`config.mk`:
```
export PLATFORM = sky130hd
export DESIGN_NAME = bus_arb_master_mux
export DESIGN_NICKNAME = d
export VERILOG_FILES = /design/src/rtl/bus_arb_master_mux_pkg.sv /design/src/rtl/bus_arb_master_mux_rr_pick.sv /design/src/rtl/bus_arb_master_mux.sv
export SDC_FILE = /design/constraint.sdc
export NUM_CORES = 1
export LEC_CHECK = 0
export ABC_AREA = 1
export BUFFER_PORTS_ARGS = -buffer_cell sky130_fd_sc_hd__buf_2
export CAP_MARGIN = 20
export CORE_ASPECT_RATIO = 0.5
export CORE_MARGIN = 2
export CORE_UTILIZATION = 39
export CTS_CLUSTER_SIZE = 16
export DETAILED_ROUTE_END_ITERATION = 16
export PLACE_DENSITY = 0.73
export SYNTH_ARGS = -nofsm -noshare
export SYNTH_HDL_FRONTEND = slang
export SYNTH_SLANG_ARGS = --single-unit
export TNS_END_PERCENT = 30
```
`constraint.sdc`:
```
create_clock -name clk -period 2.6 [get_ports clk]
set_clock_uncertainty 0.15 [all_clocks]
set_input_delay 0.52 -clock clk [delete_from_list [all_inputs] [get_ports clk]]
set_output_delay 0.52 -clock clk [all_outputs]
set_load 0.02 [all_outputs]
```
`src/rtl/bus_arb_master_mux_pkg.sv`:
```
// bus_arb_master_mux_pkg: shared bus polarity constants, default widths and arbiter state type
package bus_arb_master_mux_pkg;
    localparam logic ENABLE_    = 1'b0;
    localparam logic DISABLE_   = 1'b1;
    localparam logic READ       = 1'b1;
    localparam logic WRITE      = 1'b0;
    localparam int   DEF_ADDR_W = 30;
    localparam int   DEF_DATA_W = 32;
    typedef enum logic {IDLE, OWNED} arb_state_e;
endpackage

```
`src/rtl/bus_arb_master_mux_rr_pick.sv`:
```
// bus_rr_pick: combinational round-robin pick of the first active request at or above ptr
module bus_rr_pick #(
    parameter int N  = 4,
    parameter int IW = $clog2(N)
) (
    input  logic [N-1:0]  i_req,
    input  logic [IW-1:0] i_ptr,
    output logic [IW-1:0] o_idx,
    output logic          o_valid
);
    logic [N-1:0] w_rot;
    logic [IW:0]  w_sum;
    assign w_rot = N'({i_req, i_req} >> i_ptr);
    // scan downward so the lowest rotated offset is the last one written and wins
    always_comb begin
        o_idx   = '0;
        o_valid = |w_rot;
        w_sum   = '0;
        for (int k = N - 1; k >= 0; k--) begin
            if (w_rot[k]) begin
                w_sum = {1'b0, i_ptr} + (IW + 1)'(k);
                o_idx = (w_sum >= (IW + 1)'(N)) ? IW'(w_sum - (IW + 1)'(N)) : IW'(w_sum);
            end
        end
    end
endmodule

```
`src/rtl/bus_arb_master_mux.sv`:
```
// bus_arb_master_mux: round-robin bus arbiter with hold limit and master-to-slave bus mux
module bus_arb_master_mux
    import bus_arb_master_mux_pkg::*;
#(
    parameter int N_MST    = 4,
    parameter int ADDR_W   = DEF_ADDR_W,
    parameter int DATA_W   = DEF_DATA_W,
    parameter int MAX_HOLD = 16,
    parameter int REG_OUT  = 1
) (
    input  logic                       clk,
    input  logic                       reset_,
    input  logic [N_MST-1:0]           m_req_,
    input  logic [N_MST*ADDR_W-1:0]    m_addr,
    input  logic [N_MST-1:0]           m_as_,
    input  logic [N_MST-1:0]           m_rw,
    input  logic [N_MST*DATA_W-1:0]    m_wr_data,
    output logic [N_MST-1:0]           m_grnt_,
    output logic [ADDR_W-1:0]          s_addr,
    output logic                       s_as_,
    output logic                       s_rw,
    output logic [DATA_W-1:0]          s_wr_data,
    output logic [$clog2(N_MST)-1:0]   owner_idx,
    output logic                       bus_busy
);
    localparam int IW = $clog2(N_MST);
    localparam int HW = (MAX_HOLD < 1) ? 1 : $clog2(MAX_HOLD + 1);
    localparam logic [HW-1:0] HOLD_MAX  = HW'(MAX_HOLD);
    localparam logic [HW-1:0] HOLD_LAST = (MAX_HOLD == 0) ? '0 : HW'(MAX_HOLD - 1);

    arb_state_e        r_state, w_state;
    logic [IW-1:0]     r_owner, w_owner, r_ptr, w_ptr, w_pick_idx, w_sel_owner;
    logic [HW-1:0]     r_hold, w_hold;
    logic [N_MST-1:0]  r_grnt_, w_req, w_pick_req;
    logic              w_pick_vld, w_expire, w_take, w_drop, w_sel_act;
    logic [ADDR_W-1:0] w_addr_a [N_MST];
    logic [DATA_W-1:0] w_data_a [N_MST];

    assign w_req      = ~m_req_;
    assign w_pick_req = (r_state == OWNED) ? (w_req & ~(N_MST'(1) << r_owner)) : w_req;
    assign w_expire   = (MAX_HOLD != 0) && (r_hold >= HOLD_LAST);

    bus_rr_pick #(.N(N_MST), .IW(IW)) u_pick (
        .i_req   (w_pick_req),
        .i_ptr   (r_ptr),
        .o_idx   (w_pick_idx),
        .o_valid (w_pick_vld)
    );

    // next state: grant on idle, handoff on release, forced move on expired tenure under contention
    always_comb begin
        w_take  = w_pick_vld && (r_state == IDLE || !w_req[r_owner] || w_expire);
        w_drop  = (r_state == OWNED) && !w_req[r_owner] && !w_pick_vld;
        w_state = w_take ? OWNED : (w_drop ? IDLE : r_state);
        w_owner = w_take ? w_pick_idx : r_owner;
        w_ptr   = w_take ? ((w_pick_idx == IW'(N_MST - 1)) ? '0 : w_pick_idx + 1'b1) : r_ptr;
        w_hold  = (w_take || w_state == IDLE) ? '0 : ((r_hold == HOLD_MAX) ? r_hold : r_hold + 1'b1);
    end

    // arbiter state registers with one-cold grant decoded from the next owner
    always_ff @(posedge clk) begin
        if (!reset_) begin
            r_state <= IDLE;
            r_owner <= '0;
            r_ptr   <= '0;
            r_hold  <= '0;
            r_grnt_ <= '1;
        end else begin
            r_state <= w_state;
            r_owner <= w_owner;
            r_ptr   <= w_ptr;
            r_hold  <= w_hold;
            r_grnt_ <= (w_state == OWNED) ? ~(N_MST'(1) << w_owner) : '1;
        end
    end

    assign m_grnt_   = r_grnt_;
    assign owner_idx = r_owner;
    assign bus_busy  = (r_state == OWNED);

    for (genvar g = 0; g < N_MST; g++) begin : g_unpack
        assign w_addr_a[g] = m_addr[g*ADDR_W +: ADDR_W];
        assign w_data_a[g] = m_wr_data[g*DATA_W +: DATA_W];
    end

    // registered outputs sample the upcoming owner so a new owner's strobe shows on its first granted cycle
    assign w_sel_owner = (REG_OUT != 0) ? w_owner : r_owner;
    assign w_sel_act   = (REG_OUT != 0) ? (w_state == OWNED) : (r_state == OWNED);

    if (REG_OUT != 0) begin : g_reg
        // slave bus registers, parked at idle values when no grant is active
        always_ff @(posedge clk) begin
            if (!reset_) begin
                s_addr    <= '0;
                s_as_     <= DISABLE_;
                s_rw      <= READ;
                s_wr_data <= '0;
            end else begin
                s_addr    <= w_sel_act ? w_addr_a[w_sel_owner] : '0;
                s_as_     <= w_sel_act ? m_as_[w_sel_owner] : DISABLE_;
                s_rw      <= w_sel_act ? m_rw[w_sel_owner] : READ;
                s_wr_data <= w_sel_act ? w_data_a[w_sel_owner] : '0;
            end
        end
    end else begin : g_comb
        assign s_addr    = w_sel_act ? w_addr_a[w_sel_owner] : '0;
        assign s_as_     = w_sel_act ? m_as_[w_sel_owner] : DISABLE_;
        assign s_rw      = w_sel_act ? m_rw[w_sel_owner] : READ;
        assign s_wr_data = w_sel_act ? w_data_a[w_sel_owner] : '0;
    end
endmodule

```
==> metrics.txt <==
# TYPE chip_impl_metric gauge
chip_impl_info{name="outcome",value="complete, no violations"} 1
chip_impl_metric{name="synth.cell_area",unit="mm^2"} 0.00483
chip_impl_metric{name="dr_total_vias",unit=""} 6589
chip_impl_metric{name="routabilityCongestion",unit=""} 0.878
chip_impl_metric{name="final.min_clock_period",unit="ps"} 2510
chip_impl_metric{name="ir_worst_vdd",unit="uV"} 1040
chip_impl_metric{name="synth.yosys.seq_area_share",unit=""} 0.323
chip_impl_metric{name="drive_above_1_share",unit=""} 0.348
chip_impl_metric{name="die-area",unit="mm^2"} 0.0133
chip_impl_metric{name="io_buffers",unit=""} 332
chip_impl_metric{name="clock_pin_slew_reported_for_the_worst_setup_and_hold_paths_after_clock_tree_synthesis",unit="ps"} 60
chip_impl_metric{name="critical_path_fanouts_max",unit=""} 15
chip_impl_metric{name="fin_crit_sh",unit=""} 0.964
chip_impl_metric{name="grt_max_degree",unit=""} 65
chip_impl_metric{name="grt_usage",unit=""} 0.237
chip_impl_metric{name="maxCapViolations",unit=""} 0
chip_impl_metric{name="worst_slack",unit="ps"} 94.4
chip_impl_info{name="clock_tree_from_tritoncts",value="yes"} 1
chip_impl_info{name="critPathCaptureType",value="register"} 1
chip_impl_metric{name="timing.critical_path.required",unit="ps"} 2700
chip_impl_info{name="clock-root-buffer",value="clkbuf_16"} 1
chip_impl_metric{name="synth_cell_type_count",unit=""} 24
chip_impl_metric{name="drc_errors",unit=""} 0
chip_impl_info{name="most-common-layout-cells",value="423 x nand2_1, 332 x buf_2, 147 x nand3_1"} 1
chip_impl_metric{name="floorplan.die.width",unit="um"} 161
chip_impl_info{name="synth_top_family_by_area",value="simple AND/OR/NAND/NOR gates"} 1
chip_impl_metric{name="syn_avg_cell_area",unit="um^2"} 5.79
chip_impl_metric{name="synthesis.nets",unit=""} 1100
chip_impl_metric{name="data_arrival_critical_path",unit="ps"} 2610
chip_impl_info{name="start_kind",value="register"} 1
chip_impl_metric{name="first_pass_iters",unit=""} 5
chip_impl_metric{name="worst_slew_margin_rel",unit=""} 0.817
chip_impl_metric{name="die_y",unit="um"} 82.7
chip_impl_metric{name="tightestPinTransition",unit="ps"} 275
chip_impl_metric{name="timing.final.max_slew_violations",unit=""} 0
chip_impl_metric{name="wirelength",unit="mm"} 18.8
chip_impl_metric{name="synthSimpleGateAreaFrac",unit=""} 0.508
chip_impl_metric{name="final_nets",unit=""} 1412
chip_impl_metric{name="share_of_cell_area_taken_by_muxes_after_synthesis",unit=""} 0
chip_impl_metric{name="total_leakage_power",unit="nW"} 4.20
chip_impl_metric{name="overflow",unit=""} 0
chip_impl_metric{name="setup_failing_eps_final",unit=""} 0
chip_impl_metric{name="finalHoldWorstSlack",unit="ps"} 336
chip_impl_metric{name="fillers",unit=""} 1159
chip_impl_metric{name="yosysWarningCount",unit=""} 0
chip_impl_metric{name="powerDensity",unit="mW/mm^2"} 1690
chip_impl_metric{name="post-dp-hpwl",unit="mm"} 12.9
chip_impl_metric{name="holdBufCountCts",unit=""} 0
chip_impl_metric{name="via_per_inst",unit=""} 5.01
chip_impl_metric{name="synth_compound_area_frac",unit=""} 0.0782
chip_impl_metric{name="design.core.area",unit="mm^2"} 0.0119
chip_impl_metric{name="area_delta_synth_final",unit="%"} 50.5
chip_impl_metric{name="maxClockFrequency",unit="MHz"} 399
chip_impl_metric{name="htree_num_levels",unit=""} 3
chip_impl_metric{name="cts.path.max_buffers",unit=""} 2
chip_impl_metric{name="drt_first_iter_violations",unit=""} 451
chip_impl_metric{name="floorplan.io_pins",unit=""} 333
chip_impl_metric{name="ant_nets",unit=""} 0
chip_impl_metric{name="first_global_vias",unit=""} 5464
chip_impl_metric{name="postSynthCellCount",unit=""} 834
chip_impl_metric{name="cts-buffers-inserted",unit=""} 9
chip_impl_metric{name="post-place-ws",unit="ps"} 79.0
chip_impl_metric{name="timing_hold_violations_final",unit=""} 0
chip_impl_metric{name="floorplan.initialDensity",unit=""} 0.404
chip_impl_metric{name="postSynthRegisterBits",unit=""} 78
chip_impl_metric{name="worst_skew_pair.late_latency",unit="ps"} 320
chip_impl_metric{name="n_antenna_cell",unit=""} 0
chip_impl_metric{name="placementRows",unit=""} 28
chip_impl_metric{name="synthXorXnorAreaFrac",unit=""} 0.00181
chip_impl_metric{name="wl_per_cell",unit="um"} 14.3
chip_impl_metric{name="antenna_found_initial",unit=""} 0
chip_impl_info{name="final_common_cell",value="nand2_1"} 1
chip_impl_metric{name="grt_first_pass_wirelength",unit="mm"} 25.6
chip_impl_info{name="hold_class",value="input port to register"} 1
chip_impl_info{name="type_of_the_setup_path_with_the_least_slack",value="register to register"} 1
chip_impl_metric{name="total_power",unit="mW"} 12.3
chip_impl_metric{name="synth-adder-area-share",unit=""} 0.0104
chip_impl_metric{name="cts_num_sinks",unit=""} 78
critical path: stages, from the launching register on:
cell	delay, ps
dfxtp_1	340
ha_1	230
nand2_1	100
nor2_1	50
ha_1	180
nor3_2	190
nand2_1	120
nand2_4	140
nand2_4	100
o21ai_4	130
buf_4	190
buf_6	190
nand2_1	70
nand2_1	70
nand2_1	50
a21oi_1	130
cells in the mapped netlist (all sizes together):
library cell  number  area (um^2)
a21oi             69          345
buf               44          235
clkbuf            18         67.6
dfxtp             78         1560
ha                 4         50.1
inv               20         75.1
nand2            428         1620
nand3            148          746
nand4              2         12.5
nor2              13         48.8
nor3               2         10.0
nor3b              1         7.51
o21ai              5         32.5
or2                1         6.26
xnor2              1         8.76
layout make-up:
class	count	area, um^2	share of cell area
flip-flops and latches	78	1570	0.216
clock buffers	10	239	0.0329
inverters	20	75.1	0.0103
well taps	165	206	0.0284
multi-input cells	674	2920	0.402
clock inverters	6	61.3	0.00844
repair buffers	363	2200	0.302
cells by family (layout without fill, tap and decap cells):
family,Yosys count,in the layout
simple gates,595,595
buf+inv,82,399
flops,78,78
compound gates,74,74
fa+ha+maj,4,4
xor+xnor,1,1
sequential cells by signal, indices dropped and copies added (netlist names):
name,cells
s_rw,1
owner_idx,2
m_grnt_,4
s_as_,1
s_addr,30
bus_busy,1
r_hold,5
s_wr_data,32
r_ptr,2
final timing paths:
| check | cells after the start | from | endpoint | slack [ps] |
|---|---|---|---|---|
| hold / removal | 5 | m_as_[3] | s_as_ | 340 |
| hold reg to reg | 2 | r_hold[4] | r_hold[0] | 360 |
| setup / recovery | 15 | r_hold[0] | s_wr_data[10] | 90 |
| setup reg to reg | 15 | r_hold[0] | s_wr_data[10] | 90 |
through the flow:
step / util / setup TNS [ps] / cells / cell area, um^2
2_1_floorplan: - / 0 / 834 / 4830
3_3_place_gp: 0.562 / 0 / 1286 / 6710
3_5_place_dp: 0.562 / 0 / 1286 / 6710
4_1_cts: 0.587 / 0 / 1302 / 7010
5_1_grt: 0.608 / -1000 / 1316 / 7270
6_report: 0.608 / 0 / 1316 / 7270
power by group:
| group | switching, mW | internal [mW] |
|---|---|---|
| Clock | 0.479 | 0.766 |
| Sequential | 0.141 | 1.62 |
| Combinational | 5.71 | 3.53 |
| Total | 6.34 | 5.92 |
layer usage:
metal	share of wire	wire [um]	track usage
met1	0.41	7690	0.283
met2	0.51	9660	0.448
met3	0.066	1240	0.0470
met4	0.0099	186	0.0518
met5	0	0	0
repair_timing:
action / CTS / global route
gates resized for setup: 0 / 8
buffers inserted: 0 / 6
setup endpoints to repair: 0 / 64
Power figures use the tool's default switching activity.
